`src/rtl/register_file_pkg.sv`:
```
// Shared CPU datapath constants and types for the general-purpose register file.
package register_file_pkg;

    localparam int unsigned REG_DATA_W = 16;
    localparam int unsigned REG_ADDR_W = 5;
    localparam int unsigned NUM_REGS   = 1 << REG_ADDR_W;
    localparam int unsigned REG_ZERO   = 0;

    typedef logic [REG_ADDR_W-1:0] reg_addr_t;
    typedef logic [REG_DATA_W-1:0] reg_data_t;

endpackage : register_file_pkg

```
`src/rtl/register_file.sv`:
```
// Two-read, one-write register file with r0 hardwired to zero.
// Reads are combinational; the single write and the synchronous reset happen on the clk rising edge.
module register_file
    import register_file_pkg::*;
#(
    parameter int unsigned DATA_WIDTH = REG_DATA_W,
    parameter int unsigned ADDR_WIDTH = REG_ADDR_W
) (
    input  logic                  clk,
    input  logic                  reset,
    input  logic [ADDR_WIDTH-1:0] Rs1,
    input  logic [ADDR_WIDTH-1:0] Rs2,
    input  logic [ADDR_WIDTH-1:0] Rd,
    input  logic [DATA_WIDTH-1:0] Write_data,
    input  logic                  RegWrite,
    output logic [DATA_WIDTH-1:0] Read_data1,
    output logic [DATA_WIDTH-1:0] Read_data2
);

    localparam int unsigned DEPTH = 1 << ADDR_WIDTH;
    localparam logic [ADDR_WIDTH-1:0] ZERO_IDX = ADDR_WIDTH'(REG_ZERO);

    // r0 has no storage, so the array starts at index 1.
    logic [DATA_WIDTH-1:0] r_regs [1:DEPTH-1];

    logic w_rs1_zero;
    logic w_rs2_zero;
    logic w_rd_zero;

    assign w_rs1_zero = (Rs1 == ZERO_IDX);
    assign w_rs2_zero = (Rs2 == ZERO_IDX);
    assign w_rd_zero  = (Rd  == ZERO_IDX);

    // NOTE: sequential state uses non-blocking assignments so every flop samples pre-edge values.
    always_ff @(posedge clk) begin
        if (!reset) begin
            // NOTE: this array is clearable flops, not a RAM macro, so resetting every entry is legal and intended.
            for (int i = 1; i < int'(DEPTH); i++) begin
                r_regs[i] <= '0;
            end
        end else if (RegWrite && !w_rd_zero) begin
            r_regs[Rd] <= Write_data;
        end
    end

    // The r0 override keeps the out-of-range index 0 from ever being selected.
    assign Read_data1 = w_rs1_zero ? '0 : r_regs[Rs1];
    assign Read_data2 = w_rs2_zero ? '0 : r_regs[Rs2];

endmodule : register_file

```
`config.mk`:
```
export PLATFORM = sky130hd
export DESIGN_NAME = register_file
export DESIGN_NICKNAME = d
export VERILOG_FILES = /design/src/rtl/register_file_pkg.sv /design/src/rtl/register_file.sv
export SDC_FILE = /design/constraint.sdc
export NUM_CORES = 1
export LEC_CHECK = 0
export CAP_MARGIN = 20
export CORE_ASPECT_RATIO = 0.9
export CORE_MARGIN = 3
export CORE_UTILIZATION = 35
export CTS_CLUSTER_SIZE = 14
export DETAILED_ROUTE_END_ITERATION = 10
export GPL_TIMING_DRIVEN = 0
export PLACE_DENSITY = 0.59
export SETUP_SLACK_MARGIN = 0.4
export SLEW_MARGIN = 0
export SYNTH_ARGS = -nofsm -noshare
export SYNTH_HDL_FRONTEND = slang
export SYNTH_SLANG_ARGS = --single-unit
```
`constraint.sdc`:
```
create_clock -name clk -period 3 [get_ports clk]
set_input_delay 0.6 -clock clk [delete_from_list [all_inputs] [get_ports clk]]
set_output_delay 0.6 -clock clk [all_outputs]
set_load 0.01 [all_outputs]
```
== Yosys cells after proc, flatten, opt, wreduce, memory -nomap -nowiden ==
Memory sizes are Yosys's and may differ from the RTL's.
Index checks and enable logic that the tools add are counted.
Word-level totals
  flip-flop bits (word level): 0
  latch bits: 0
  RAM bits: 496
  memory bits (read-only): 0
  input bits: 34
  word-level logic and storage cells: 16
  memories kept: 1
Memories
  r_regs: depth 31, bits a word 16, read ports 2, clocked after Yosys merged registers in 0, write ports 31, RTL line register_file.sv:24  | logic [DATA_WIDTH-1:0] r_regs [1:DEPTH-1];
Cells by class
  add/subtract/negate cells: 0
  multiply operators: 0
  divide/modulo/power cells: 0
  order comparisons: 0
  equality and inequality tests: 0
  shifts and indexed selects: 0
  muxes and demuxes: 9
  bitwise gates (word level): 0
  reductions and logical operators: 6
Operators by type and width (count)
  $mux W16: 3
  $reduce_or A16 Y1: 1
  $logic_not A5 Y1: 3
  $mux W1: 5
  $mux W5: 1
  $logic_and A1 B1 Y1: 1
  $logic_not A1 Y1: 1

== Logic depth before layout (Yosys ltp) ==
  word-level depth: 8
  depth in mapped cells: 8

== Least setup slack after synthesis ==
Ideal clock, no wire load.
  path type: input-to-reg
  start point: in Rd[1]
  end point: mem r_regs[20][0] (netlist bit) (enable)
  library setup time: 0.411 ns
  data arrival time: 2.433 ns
  required time: 2.589 ns
  path slack: 0.156 ns
  stages on the path: 3
  path through: or3_1 -> clkbuf_1 -> o21ai_0
RTL lines
  start: declaration: RTL line register_file.sv:13  | input logic [ADDR_WIDTH-1:0] Rd,
  end: declaration: RTL line register_file.sv:24

== Final worst setup path ==
  start point: in Rs1[1]
  end point: out Read_data1[2]
Between the ends
  cells in the longest elaborated chain, start to end: 2
Ends and longest elaborated chain
  start: declaration: RTL line register_file.sv:11  | input logic [ADDR_WIDTH-1:0] Rs1,
  $mem_v2 Z31 W16 / $logic_not A5 Y1 (equally long branches)
  $mux W16 *: RTL line register_file.sv:47  | assign Read_data1 = w_rs1_zero ? '0 : r_regs[Rs1];
  end: declaration: RTL line register_file.sv:16  | output logic [DATA_WIDTH-1:0] Read_data1,
Every way passes the cells marked *; elsewhere a longest branch is shown, timed or not.

==> impl_results.html <==
<table>
<tr><th>Metric</th><th>Value</th></tr>
<tr><th colspan="2">Worst setup path</th></tr>
<tr><td>Critical Path Fanout Max</td><td>5</td></tr>
<tr><td>Req. time, crit path</td><td>2400 ps</td></tr>
<tr><td>Cells along the critical path</td><td>buf_8 &gt; buf_12 &gt; buf_12 &gt; buf_12 &gt; buf_16 &gt; mux4_2 &gt; mux4_2 &gt; o22ai_2 &gt; nor3_2 &gt; buf_2</td></tr>
<tr><td>Slowest Stage Delay on Critical Path</td><td>560 ps</td></tr>
<tr><td>Sort of element at the end of the critical path</td><td>output pin</td></tr>
<tr><td>Cell with the largest stage delay on the worst path</td><td>sky130_fd_sc_hd__mux4_2</td></tr>
<tr><td>Type of element launching the critical path</td><td>primary input</td></tr>
<tr><td>Type of the worst setup path</td><td>in2out</td></tr>
<tr><td>Cell type with the highest occurrence count on the critical path</td><td>sky130_fd_sc_hd__buf_12</td></tr>
<tr><td>Data arrival time of the critical path</td><td>2710 ps</td></tr>
<tr><th colspan="2">GRT</th></tr>
<tr><td>Global-route wire length before repair</td><td>151000 microns</td></tr>
<tr><td>Number of antenna violations at the first check in global routing</td><td>4</td></tr>
<tr><td>Largest net degree at the start of global routing</td><td>15</td></tr>
<tr><td>Congestion Overflow GR</td><td>0</td></tr>
<tr><td>All-Layer GR Usage</td><td>0.265</td></tr>
<tr><td>Number of global-route vias before repair</td><td>19900</td></tr>
<tr><th colspan="2">Cells and area</th></tr>
<tr><td>Share of cells above drive strength 1</td><td>0.375</td></tr>
<tr><td>Post-Route Utilization</td><td>0.469</td></tr>
<tr><td>Area added between synthesis and finish</td><td>31.4%</td></tr>
<tr><td>Post-route cell area</td><td>0.0362 sq mm</td></tr>
<tr><td>Biggest regs</td><td>r_regs (512)</td></tr>
<tr><td>Filler Cell Count</td><td>6623</td></tr>
<tr><td>Largest register FFs</td><td>512</td></tr>
<tr><td>FF+latch area</td><td>0.0154 sq mm</td></tr>
<tr><td>Post-layout nets</td><td>2205</td></tr>
<tr><td>Reg with most FFs</td><td>r_regs</td></tr>
<tr><td>Multi-input gate area in the final layout</td><td>0.0131 sq mm</td></tr>
<tr><th colspan="2">Hold path</th></tr>
<tr><td>Min-Delay Path Depth</td><td>1</td></tr>
<tr><td>Min-Delay Path Class</td><td>in2reg</td></tr>
<tr><td>Endpoint with the worst hold slack</td><td>r_regs[0][15]</td></tr>
<tr><td>Worst Min Path Start</td><td>Write_data[15]</td></tr>
<tr><th colspan="2">Power</th></tr>
<tr><td>Max VDD drop</td><td>0.000437 V</td></tr>
<tr><td>Total power per unit cell area</td><td>518 mW/mm^2</td></tr>
<tr><td>Net switching component of the power</td><td>5.00 mW</td></tr>
<tr><td>Power share of the sequential group</td><td>0.453</td></tr>
<tr><td>Switching part of the total</td><td>0.266</td></tr>
<tr><td>Leakage dissipation</td><td>12.8 nW</td></tr>
<tr><td>Final Power</td><td>18.8 mW</td></tr>
<tr><td>Clk pwr share</td><td>0.380</td></tr>
<tr><td>Combinational Power Share</td><td>0.167</td></tr>
<tr><td>Internal power of the cells</td><td>13.8 mW</td></tr>
<tr><th colspan="2">Yosys</th></tr>
<tr><td>Cell types occupying the most area after synthesis</td><td>sky130_fd_sc_hd__edfxtp_1 (56%), sky130_fd_sc_hd__mux4_2 (16%), sky130_fd_sc_hd__and2_1 (12%)</td></tr>
<tr><td>Most frequent cell after synthesis</td><td>sky130_fd_sc_hd__edfxtp_1</td></tr>
<tr><td>Synth cell count leaders</td><td>sky130_fd_sc_hd__edfxtp_1 (512), sky130_fd_sc_hd__and2_1 (508), sky130_fd_sc_hd__mux4_2 (198)</td></tr>
<tr><td>Average instance area after synthesis</td><td>14.7 sq um</td></tr>
<tr><td>Post-synth cell types</td><td>43</td></tr>
<tr><td>Top-area cell type share of the netlist area</td><td>0.558</td></tr>
<tr><td>Fraction of registers with async set or reset after synthesis</td><td>0</td></tr>
<tr><td>Mapped cell area</td><td>0.0275 sq mm</td></tr>
<tr><td>Cells after Synth</td><td>1876</td></tr>
<tr><td>Cell type contributing the most total cell area after synthesis</td><td>sky130_fd_sc_hd__edfxtp_1</td></tr>
<tr><td>Number of warnings reported in the yosys synthesis log</td><td>0</td></tr>
<tr><td>Post-synth EDFFs</td><td>512</td></tr>
<tr><td>Yosys reg bits</td><td>512</td></tr>
<tr><td>Most used flip-flop cell after synthesis</td><td>sky130_fd_sc_hd__edfxtp_1</td></tr>
<tr><td>Sequential area share after synthesis</td><td>0.558</td></tr>
<tr><th colspan="2">STA</th></tr>
<tr><td>Max Clk Rate</td><td>302 MHz</td></tr>
<tr><td>Period utilization</td><td>1.10</td></tr>
<tr><td>Worst-margin pin slew</td><td>1170 ps</td></tr>
<tr><td>Final setup vio count</td><td>28</td></tr>
<tr><td>Unrepaired setup endpoints after global routing</td><td>yes</td></tr>
<tr><td>Setup slack after layout</td><td>-306 ps</td></tr>
<tr><td>Max-slew headroom at the worst pin</td><td>0.217</td></tr>
<tr><td>Final Hold Viols</td><td>0</td></tr>
<tr><td>Final critical path time including I/O delays and setup</td><td>3310 ps</td></tr>
<tr><td>Max Transition Viols Final</td><td>0</td></tr>
<tr><th colspan="2">Drt</th></tr>
<tr><td>Number of DRC markers in iteration 0</td><td>2889</td></tr>
<tr><td>Detailed-route via count</td><td>19900</td></tr>
<tr><td>Remaining antenna violation count</td><td>0</td></tr>
<tr><td>Final routed wirelength across all metal layers</td><td>111000 microns</td></tr>
<tr><td>First-pass iteration count of the detailed router</td><td>7</td></tr>
<tr><td>Via-per-instance ratio</td><td>6.12</td></tr>
<tr><td>Avg WL per Cell</td><td>34.3 microns</td></tr>
<tr><td>Post-route DRC violation count</td><td>0</td></tr>
<tr><th colspan="2">Placed design</th></tr>
<tr><td>Placed cell areas</td><td>0.0308 sq mm</td></tr>
<tr><td>Number of port buffers</td><td>62</td></tr>
<tr><td>HPWL Detailed</td><td>75600 microns</td></tr>
<tr><td>RePlAce Congestion</td><td>0.941</td></tr>
<tr><th colspan="2">Floorplan</th></tr>
<tr><td>Starting density of the core</td><td>0.357</td></tr>
<tr><td>Vert. Die Dim</td><td>272 microns</td></tr>
<tr><td>Number of rows in the core area</td><td>96</td></tr>
<tr><td>Horizontal extent of the die</td><td>302 microns</td></tr>
<tr><td>Die footprint</td><td>0.0821 sq mm</td></tr>
<tr><td>Number of top-level design ports</td><td>66</td></tr>
<tr><td>Core area</td><td>0.0771 sq mm</td></tr>
<tr><th colspan="2">Clock tree</th></tr>
<tr><td>Number of clock buffers inserted by TritonCTS</td><td>56</td></tr>
<tr><td>Max clock buf depth</td><td>3</td></tr>
<tr><td>Root buffer cell</td><td>sky130_fd_sc_hd__clkbuf_16</td></tr>
<tr><td>TritonCTS clock tree</td><td>yes</td></tr>
<tr><td>Maximum level of the CTS H-tree</td><td>2</td></tr>
<tr><td>Post-CTS Hold Fix Bufs</td><td>0</td></tr>
<tr><td>Post-CTS clock slew at the launch and capture registers of the worst setup and hold paths</td><td>60 ps</td></tr>
<tr><td>Sink Count</td><td>512</td></tr>
<tr><th colspan="2">Flow run</th></tr>
<tr><td>Total of max-cap violations</td><td>0</td></tr>
<tr><th colspan="2">Run status</th></tr>
<tr><td>Status</td><td>complete, but fails checks</td></tr>
<tr><td>Violations in the final reports</td><td>negative setup slack</td></tr>
</table>
-- how the worst max path moves through the flow --
| stage | from | end | slack (ps) | depth (start not counted) |
|---|---|---|---|---|
| 3_5_place_dp | Rs2[3] | Read_data2[7] | -2340 | 9 |
| 2_1_floorplan | Rd[1] | r_regs[20][0] | 160 | 3 |
| 3_3_place_gp | reset | r_regs[16][12] | -2450 | 5 |
| 6_report | Rs1[1] | Read_data1[2] | -310 | 10 |
| 4_1_cts | Rs1[1] | Read_data1[12] | -330 | 10 |
| 5_1_grt | Rs1[1] | Read_data1[12] | -330 | 10 |
-- cells in the final DEF, fill, tap and decap left out, types with 8 or more instances in the layout --
cell type	count
sky130_fd_sc_hd__nor3_4	8
sky130_fd_sc_hd__nor3_2	14
sky130_fd_sc_hd__mux4_2	198
sky130_fd_sc_hd__mux2i_1	131
sky130_fd_sc_hd__o21ai_4	17
sky130_fd_sc_hd__a211oi_2	15
sky130_fd_sc_hd__nor2_4	12
sky130_fd_sc_hd__buf_16	31
sky130_fd_sc_hd__a2111oi_4	16
sky130_fd_sc_hd__clkbuf_2	27
sky130_fd_sc_hd__a21oi_1	15
sky130_fd_sc_hd__o22ai_2	9
sky130_fd_sc_hd__buf_6	21
sky130_fd_sc_hd__nor2_2	19
sky130_fd_sc_hd__clkdlybuf4s50_1	23
sky130_fd_sc_hd__clkbuf_4	17
sky130_fd_sc_hd__clkinv_2	9
sky130_fd_sc_hd__buf_12	43
sky130_fd_sc_hd__edfxtp_1	512
sky130_fd_sc_hd__buf_4	69
sky130_fd_sc_hd__a22o_4	12
sky130_fd_sc_hd__clkbuf_16	65
sky130_fd_sc_hd__o21ai_2	16
sky130_fd_sc_hd__buf_2	36
sky130_fd_sc_hd__a22o_1	13
sky130_fd_sc_hd__a22oi_1	35
sky130_fd_sc_hd__and2_1	503
sky130_fd_sc_hd__clkinv_1	15
sky130_fd_sc_hd__nor2b_1	14
sky130_fd_sc_hd__conb_1	16
sky130_fd_sc_hd__clkbuf_1	68
sky130_fd_sc_hd__clkbuf_8	13
sky130_fd_sc_hd__mux2_2	15
sky130_fd_sc_hd__nor4_4	8
sky130_fd_sc_hd__buf_8	49
-- through the flow --
step                      worst slack [ps]  TNS [ps]  hold slack (ps)  instances
after global placement               -2450  -1086490             1310       2982
after CTS                             -335     -4110              664       3202
after floorplan                        156         0              699       1891
after global routing                  -332     -4960              691       3245
after detailed placement             -2340   -352620             1330       3017
final                                 -306     -4390              683       3247
-- power by group through the flow --
stage                     Sequential (mW)  Clock (mW)  Combinational, mW
final                                8.50        7.13               3.14
after global routing                 8.52        7.39               3.22
after CTS                            8.48        7.12               2.95
after detailed placement             8.62           0               2.49
after global placement               8.62           0               2.36
after floorplan                      8.53           0               1.44
-- layout make-up --
class,instances,area share
well taps,1029,0.0356
diodes,2,0.000138
inverters,2,0.000449
clock buffers,63,0.0400
clock inverters,40,0.0106
flip-flops and latches,512,0.425
repair buffers,222,0.0738
multi-input cells,1193,0.361
plain buffers,184,0.0541
-- cell families after synthesis --
logic type | after synthesis | share of synthesized area
buf+inv | 186 | 0.0331
flops | 512 | 0.558
other cells | 1 | 0.000136
mux | 351 | 0.218
compound gates | 201 | 0.0519
simple gates | 625 | 0.138
-- layer usage --
| metal | vias to the layer above | routed length (microns) | GRT usage |
|---|---|---|---|
| li1 | 7867 | - | - |
| met1 | 10300 | 43800 | 0.362 |
| met2 | 1453 | 49300 | 0.402 |
| met3 | 262 | 12700 | 0.0640 |
| met4 | 0 | 5590 | 0.118 |
| met5 | - | 0 | 0 |
-- worst max-delay path: cells and delay by family --
kind,cells,cell delay (ps)
and+or+nand+nor,1,70
buffers and inverters,6,780
muxes,2,1070
AOI/OAI and AO/OA,1,150
-- timing repair --
item | CTS | global route
gates resized for setup | 578 | 115
setup endpoints to repair | 682 | 349
gates cloned | 14 | 2
setup buffers | 68 | 41
pin swaps | 78 | 54
Power figures use the tool's default switching activity.
